[src/rtl/syn_tx.sv]
// syn_tx -- once-per-second time-sync frame transmitter for a 485 link.
//
// Keeps a local seconds counter (utc_sec) advanced by a microsecond tick.
// Each second rollover, if enabled and idle, it sends one frame: a lead of
// two idle-high bits, the bytes A5, utc[31:24], utc[23:16], utc[15:8] and
// utc[7:0] as 8N1, and one idle-high tail bit.
//
// Build option: define SYN_TX_CHK_EN to append an XOR checksum byte.
// The frame is then 6 bytes and 63 bit times long instead of 5 bytes and
// 53 bit times.
//
// Ports:
//   clk_sys   in   system clock, rising edge
//   rst_n     in   asynchronous active-low reset
//   pluse_us  in   one-cycle tick once per microsecond
//   syn_en    in   level; allows new frames to start
//   utc_load  in   one-cycle strobe; loads utc_init and clears the us count
//   utc_init  in   [31:0] seconds value for utc_load
//   utc_sec   out  [31:0] current local seconds count
//   tx_syn    out  serial data; idles high
//   te_syn    out  driver enable; high only while a frame is driven
//   busy      out  high from frame start through the tail bit
//   err_ovf   out  one-cycle pulse when a second tick is dropped while busy
//
// state | meaning
// IDLE  | line released, waiting for a second tick
// LEAD  | two idle-high bits before the first byte
// BYTE  | shifting 8N1 bytes of the latched frame
// TAIL  | one idle-high bit, then release the driver

module syn_tx #(
  parameter int unsigned BAUD_DIV   = 100,
  parameter int unsigned US_PER_SEC = 1000000
) (
  input  logic        clk_sys,
  input  logic        rst_n,
  input  logic        pluse_us,
  input  logic        syn_en,
  input  logic        utc_load,
  input  logic [31:0] utc_init,
  output logic [31:0] utc_sec,
  output logic        tx_syn,
  output logic        te_syn,
  output logic        busy,
  output logic        err_ovf
);

  localparam int US_W = (US_PER_SEC > 1) ? $clog2(US_PER_SEC) : 1;

`ifdef SYN_TX_CHK_EN
  localparam int NB = 6;
`else
  localparam int NB = 5;
`endif
  localparam int FW = NB * 8;

  localparam logic [15:0] BAUD_LD = 16'(BAUD_DIV - 1);
  localparam logic [US_W-1:0] US_LAST = US_W'(US_PER_SEC - 1);

  localparam logic [1:0] ST_IDLE = 2'd0;
  localparam logic [1:0] ST_LEAD = 2'd1;
  localparam logic [1:0] ST_BYTE = 2'd2;
  localparam logic [1:0] ST_TAIL = 2'd3;

  logic [US_W-1:0] us_cnt;
  logic            us_wrap;
  logic            sec_tick;
  logic [31:0]     utc_nxt;
  logic [FW-1:0]   frame_load;

  logic [1:0]      state;
  logic [15:0]     baud_cnt;
  logic            bit_done;
  logic [3:0]      bit_cnt;
  logic [2:0]      byte_cnt;
  logic [9:0]      shreg;
  logic [FW-1:0]   frame_sr;

  assign us_wrap  = (us_cnt == US_LAST);
  // A load in the same cycle as the wrap wins, and suppresses the tick.
  assign sec_tick = pluse_us & us_wrap & ~utc_load;
  assign utc_nxt  = utc_sec + 32'd1;

`ifdef SYN_TX_CHK_EN
  logic [7:0] chk_byte;
  assign chk_byte   = 8'hA5 ^ utc_nxt[31:24] ^ utc_nxt[23:16] ^ utc_nxt[15:8] ^ utc_nxt[7:0];
  assign frame_load = {8'hA5, utc_nxt, chk_byte};
`else
  assign frame_load = {8'hA5, utc_nxt};
`endif

  always_ff @(posedge clk_sys or negedge rst_n) begin
    if (!rst_n) begin
      us_cnt  <= '0;
      utc_sec <= '0;
    end else if (utc_load) begin
      us_cnt  <= '0;
      utc_sec <= utc_init;
    end else if (pluse_us) begin
      if (us_wrap) begin
        us_cnt  <= '0;
        utc_sec <= utc_nxt;
      end else begin
        us_cnt <= us_cnt + 1'b1;
      end
    end
  end

  assign bit_done = (baud_cnt == 16'd0);

  always_ff @(posedge clk_sys or negedge rst_n) begin
    if (!rst_n) begin
      baud_cnt <= BAUD_LD;
    end else if (state == ST_IDLE || bit_done) begin
      baud_cnt <= BAUD_LD;
    end else begin
      baud_cnt <= baud_cnt - 16'd1;
    end
  end

  always_ff @(posedge clk_sys or negedge rst_n) begin
    if (!rst_n) begin
      state    <= ST_IDLE;
      bit_cnt  <= '0;
      byte_cnt <= '0;
      shreg    <= '1;
      frame_sr <= '0;
    end else begin
      case (state)
        ST_IDLE: begin
          if (sec_tick && syn_en) begin
            state    <= ST_LEAD;
            frame_sr <= frame_load;
            bit_cnt  <= 4'd1;
          end
        end
        ST_LEAD: begin
          if (bit_done) begin
            if (bit_cnt == 4'd0) begin
              state    <= ST_BYTE;
              shreg    <= {1'b1, frame_sr[FW-1 -: 8], 1'b0};
              frame_sr <= {frame_sr[FW-9:0], 8'h00};
              bit_cnt  <= 4'd9;
              byte_cnt <= 3'(NB - 1);
            end else begin
              bit_cnt <= bit_cnt - 4'd1;
            end
          end
        end
        ST_BYTE: begin
          if (bit_done) begin
            if (bit_cnt == 4'd0) begin
              if (byte_cnt == 3'd0) begin
                state <= ST_TAIL;
                shreg <= '1;
              end else begin
                shreg    <= {1'b1, frame_sr[FW-1 -: 8], 1'b0};
                frame_sr <= {frame_sr[FW-9:0], 8'h00};
                bit_cnt  <= 4'd9;
                byte_cnt <= byte_cnt - 3'd1;
              end
            end else begin
              shreg   <= {1'b1, shreg[9:1]};
              bit_cnt <= bit_cnt - 4'd1;
            end
          end
        end
        ST_TAIL: begin
          if (bit_done) begin
            state <= ST_IDLE;
          end
        end
        default: state <= ST_IDLE;
      endcase
    end
  end

  always_ff @(posedge clk_sys or negedge rst_n) begin
    if (!rst_n) begin
      err_ovf <= 1'b0;
    end else begin
      err_ovf <= sec_tick & busy;
    end
  end

  // Outputs decode straight from the state register so reset releases the
  // line the instant rst_n falls.
  assign busy   = (state != ST_IDLE);
  assign te_syn = busy;
  assign tx_syn = (state == ST_BYTE) ? shreg[0] : 1'b1;

endmodule

[config.mk]
export PLATFORM = sky130hd
export DESIGN_NAME = syn_tx
export DESIGN_NICKNAME = d
export VERILOG_FILES = /design/src/rtl/syn_tx.sv
export SDC_FILE = /design/constraint.sdc
export NUM_CORES = 1
export LEC_CHECK = 0
export ABC_AREA = 1
export CAP_MARGIN = 20
export CORE_ASPECT_RATIO = 1.1
export CORE_MARGIN = 2
export CORE_UTILIZATION = 40
export CTS_BUF_LIST = sky130_fd_sc_hd__clkbuf_16
export DETAILED_ROUTE_END_ITERATION = 7
export DONT_BUFFER_PORTS = 1
export PLACE_DENSITY_LB_ADDON = 0.08
export SETUP_SLACK_MARGIN = 0.15
export SLEW_MARGIN = 10
export SYNTH_ARGS = -nofsm -noshare
export SYNTH_HDL_FRONTEND = slang
export SYNTH_SLANG_ARGS = --single-unit
[constraint.sdc]
create_clock -name clk_sys -period 2 [get_ports clk_sys]
set_clock_uncertainty 0.15 [all_clocks]
set_input_delay 0.4 -clock clk_sys [delete_from_list [all_inputs] [get_ports clk_sys]]
set_output_delay 0.4 -clock clk_sys [all_outputs]
set_load 0.1 [all_outputs]
Word level (Yosys, flattened, before mapping) --
Index checks and enable logic that the tools add are counted.
Storage, ports and cells: register bits 128, bits in latches 0, RAM bits 0, memory bits (read-only) 0, output and inout bits 36, logic and storage cells 90, memories 0
Cells by class: $add $sub $neg 5, multiply operators 0, divide/modulo/power cells 0, magnitude comparators 0, equality and inequality tests 13, shift operators 0, mux-type cells 42, bitwise gates (word level) 4, reductions and logical operators 17
Operators by type and width (count):
- $mux 40 | 6
- $pmux 40 s3 | 1
- $mux 32 | 3
- $mux 20 | 3
- $mux 10 | 4
- $add 32x1->32 const B | 1
- $mux 4 | 6
- $add 20x1->20 const B | 1
- $eq 20x20->1 const B | 1
- $pmux 10 s2 | 1
- $logic_not 16->1 | 1
- $mux 16 | 1
- $sub 16x1->16 const B | 1
- $mux 3 | 5
- $mux 2 | 7
- $ne 2x2->1 const B | 7
- $reduce_and 7->1 | 2
- $pmux 4 s3 | 1
- $mux 9 | 1
- $pmux 2 s4 | 1
- $reduce_bool 2->1 | 4
- $pmux 3 s2 | 1
- $reduce_and 6->1 | 1
- $reduce_and 5->1 | 1
- 17 further kinds | 20

Longest topological paths before layout --
depth in word-level cells 6, mapped depth 12, depth with buffers taken out 12

Least setup slack after synthesis --
No wires, ideal clock.
kind reg-to-reg, from register utc_sec[1], to register frame_sr[16], setup time 122 ps, data arrival time 2172 ps, data required time 1728 ps, slack -443 ps, cell stages (with the launch flop) 9, path buffers 0, period minus slack after synthesis 2443 ps, cell sequence dfrtp_1 ha_1 nand2_1 nor2_1 nand2_1 o21ai_0 nand2_1 mux2i_1 o21ai_2
Between the ends: longest elaborated chain between the ends 3
RTL lines:
- start, declared | RTL line 41 | output logic [31:0] utc_sec,
- start signal, assigned | RTL line 98 | utc_sec <= utc_init;
- start signal, assigned | RTL line 102 | utc_sec <= utc_nxt;
- $add 32x1->32 | RTL line 82 | assign utc_nxt = utc_sec + 32'd1;
- $mux 40 | RTL line 131 | if (sec_tick && syn_en) begin
- $pmux 40 s3 | RTL line 129 | case (state)
- end signal, assigned | RTL line 133 | frame_sr <= frame_load;
- end signal, assigned | RTL line 142 | frame_sr <= {frame_sr[FW-9:0], 8'h00};
- end signal, assigned | RTL line 158 | frame_sr <= {frame_sr[FW-9:0], 8'h00};
- end, declared | RTL line 77 | logic [FW-1:0] frame_sr;
Every way passes these cells. The select of a mux whose other input is x is not followed. A chain may end at the register's enable or synchronous reset.

Worst setup path after layout --
from register us_cnt[17], to register frame_sr[13]
Between the ends: longest elaborated chain between the ends 6
RTL lines:
- start, declared | RTL line 65 | logic [US_W-1:0] us_cnt;
- start signal, assigned | RTL line 104 | us_cnt <= us_cnt + 1'b1;
- $eq 20x20->1 | RTL line 79 | assign us_wrap = (us_cnt == US_LAST);
- $and 1x1->1 (2 in series) | RTL line 81 | assign sec_tick = pluse_us & us_wrap & ~utc_load;
- $logic_and 1x1->1 | RTL line 131
- $ne 2x1->1 (no source line)
- $reduce_and 7->1 (no source line)
Every way passes these cells.

==> results.cfg <==
[synth]
ys_types = 38
yosys_warnings = 0
yosysTopAreaCellShare = 0.385
synth.cell_area_mm2 = 0.00741
syn_nets = 1064
async_flop_share = 1.00
ys_ff_latch = 127
synth_edf_count = 0
ys_seq_area_frac = 0.431
avgSynthCellArea_um2 = 7.29
syn_inst = 1016
synth_flop_cell = dfrtp_1
synth_top_cell_by_area = dfrtp_1
synth_area_leaders = dfrtp_1 39%, nand2_1 18%, nor2_1 6.7%, nand3_1 5.4%, dfstp_2 4.6%

[finish]
nNetsFinal = 1215
fin_area_mm2 = 0.0108
final_common_cell = nand2_1
final_cell_mix = 284 x nand2_1, 94 x nor2_1, 93 x buf_4, 82 x dfrtp_1, 75 x inv_1
diodes = 0
drive_above_1_share = 0.374
syn2layout_area_growth_pct = 45.4

[setup_path]
crit_required_ns = 2.15
cp-end-kind = flop
slowest_stage = dfrtp_1
path_cells = nand2_1 > inv_1 > nand2_1 > nor2_2 > nand4_1 > nand2_2 > nand3_4 > buf_4 > clkbuf_16 > nand2_2 > o21ai_2
cp.arrival_ns = 2.18
crit_buf_inv = 3
criticalPathCategory = reg -> reg
startpoint_type = flop
slowest_delay_ns = 0.38
cp_max_fo = 6
cp_top_family = simple AND/OR/NAND/NOR gates

[cts]
cts_tree = yes
root_buffer = clkbuf_16
clk_transition_reported_paths_ns = 0.06
cts_buffer_depth = 2
hold_buffers = 34
cts_sinks = 127
clock_latency_ns = 0.42
cts_max_level = 4
cts_buffers = 17

[drt]
first_pass_iters = 5
routedWlPerCell_um = 16.0
vias = 7085
routed_wirelength_um = 22800
via_per_inst = 4.98
drc_errors = 0
initialDrtViolationCount = 331
drtAntennaViolNets = 0

[placed_design]
routabilityCongestion = 0.845
hpwlAfterDp_um = 14800
placed_area_mm2 = 0.00839
io_buffers = 0
place_ws_ns = -0.0118

[die]
start_util = 0.405
chipWidth_um = 134
die-height_um = 147
core_mm2 = 0.0183
rows = 52
die_area_mm2 = 0.0196
ios = 73

[power_and_ir_drop]
ir_drop_mv = 0.575
cellPowerDensity_mw_per_mm2 = 697
power.static_leakage_uw = 0.00494

[hold_path]
hold_class = in -> async

[run_status]
violations = hold timing, setup timing
status = finished with violations

[grt]
antenna_found_initial = 0
gr-total-overflow = 0
grt_max_degree = 128
grtUsageTotal = 0.227
first_global_vias = 6715
grt_pass1_wl_um = 34900

[sta]
slew_violations = 0
period_minus_slack_ns = 2.02
rsz0062_at_grt = true
worstMarginPinSlew_ns = 0.430
finalHoldWorstSlack_ns = -0.482
finalWorstSetupSlack_ns = -0.0240
hold_viol = 127
fmax_mhz = 494
finalCritPeriodShare = 1.01
slew_headroom = 0.712
finalSetupViolCount = 9

[run]
max_cap_violations = 0
timing repair:
action / CTS / global route
hold endpoints to repair: 159 / 127
pin swaps: 8 / 55
buffers inserted: 10 / 22
endpoints found under the setup margin: 61 / 120
gates cloned: 2 / 5
resized for setup: 32 / 236
cell type report:
cell class,instances,area [µm²]
tap,243,304
clock buffer,17,425
inverter,94,364
multi-input combinational,765,4580
fill,1672,7510
sequential,127,3250
timing repair buffer,162,1650
clock inverter,15,194
synth_stat cells (3+ instances only):
library cell,count
a21oi_1,18
a22oi_1,11
a31oi_1,8
buf_2,11
buf_6,6
clkbuf_1,11
dfrtp_1,114
dfstp_2,13
ha_1,11
inv_1,83
inv_2,9
mux2i_1,5
nand2_1,346
nand2_2,23
nand3_1,80
nand4_1,12
nor2_1,133
nor2_2,3
nor2_4,3
nor3_1,13
nor3b_1,3
nor4_1,3
o21ai_0,30
o21ai_2,24
o31ai_1,3
xnor2_1,8
xor2_1,16
stage by stage:
stage	hold slack [ns]	total power (µW)	util	std cells	TNS, ns
after global placement	-0.0411	3960	0.459	1317	0
after detailed placement	-0.0409	3950	0.459	1317	-0.0118
final	-0.482	7510	0.589	1423	-0.0898
after floorplan	-0.0456	3650	-	1016	-0.159
after global routing	-0.507	7790	0.589	1423	-4.67
after CTS	-0.500	7350	0.524	1395	-0.623
state kept, by name, indices dropped and copies added, names as in the netlist:
register and count:
utc_sec 32, state 2, shreg 9, bit_cnt 4, frame_sr 40, us_cnt 20
byte_cnt 3, err_ovf 1, baud_cnt 16
path summary, 6_finish.rpt:
path / startpoint / endpoint / slack, ns / depth (start not counted)
setup / recovery: us_cnt[17] / frame_sr[13] / -0.02 / 11
max in group asynchronous: rst_n / shreg[8] / 1.96 / 0
setup reg to reg: us_cnt[17] / frame_sr[13] / -0.02 / 11
hold / removal: rst_n / baud_cnt[4] / -0.48 / 0
min in group clk_sys: pluse_us / us_cnt[15] / 0.05 / 2
hold reg to reg: baud_cnt[0] / baud_cnt[0] / 0.31 / 1
layer usage:
layer | global-route usage | share of wire | routed length, µm
met4 | 0.0617 | 0.0084 | 191
met1 | 0.314 | 0.45 | 10300
met3 | 0.0528 | 0.045 | 1040
met5 | 0 | 0 | 0
met2 | 0.358 | 0.50 | 11300
kinds of logic (layout without fill, tap and decap cells):
logic type                 after synthesis  count (layout)  synth area share
and+or+nand+nor                        627             627             0.357
DFF                                    127             127             0.431
buffers and inverters                  124             288            0.0718
AOI/OAI and AO/OA                       98              98            0.0860
xor gates and xnor gates                24              24            0.0284
adders and majority gates               11              11            0.0186
muxes                                    5               5           0.00675
where the power goes:
group / total (µW) / internal (µW) / switching (µW)
Sequential: 2780 / 2670 / 111
Clock: 3290 / 2080 / 1210
Combinational: 1440 / 404 / 1040
Total: 7510 / 5150 / 2360
Note: power is estimated with default switching activity, not from simulation.
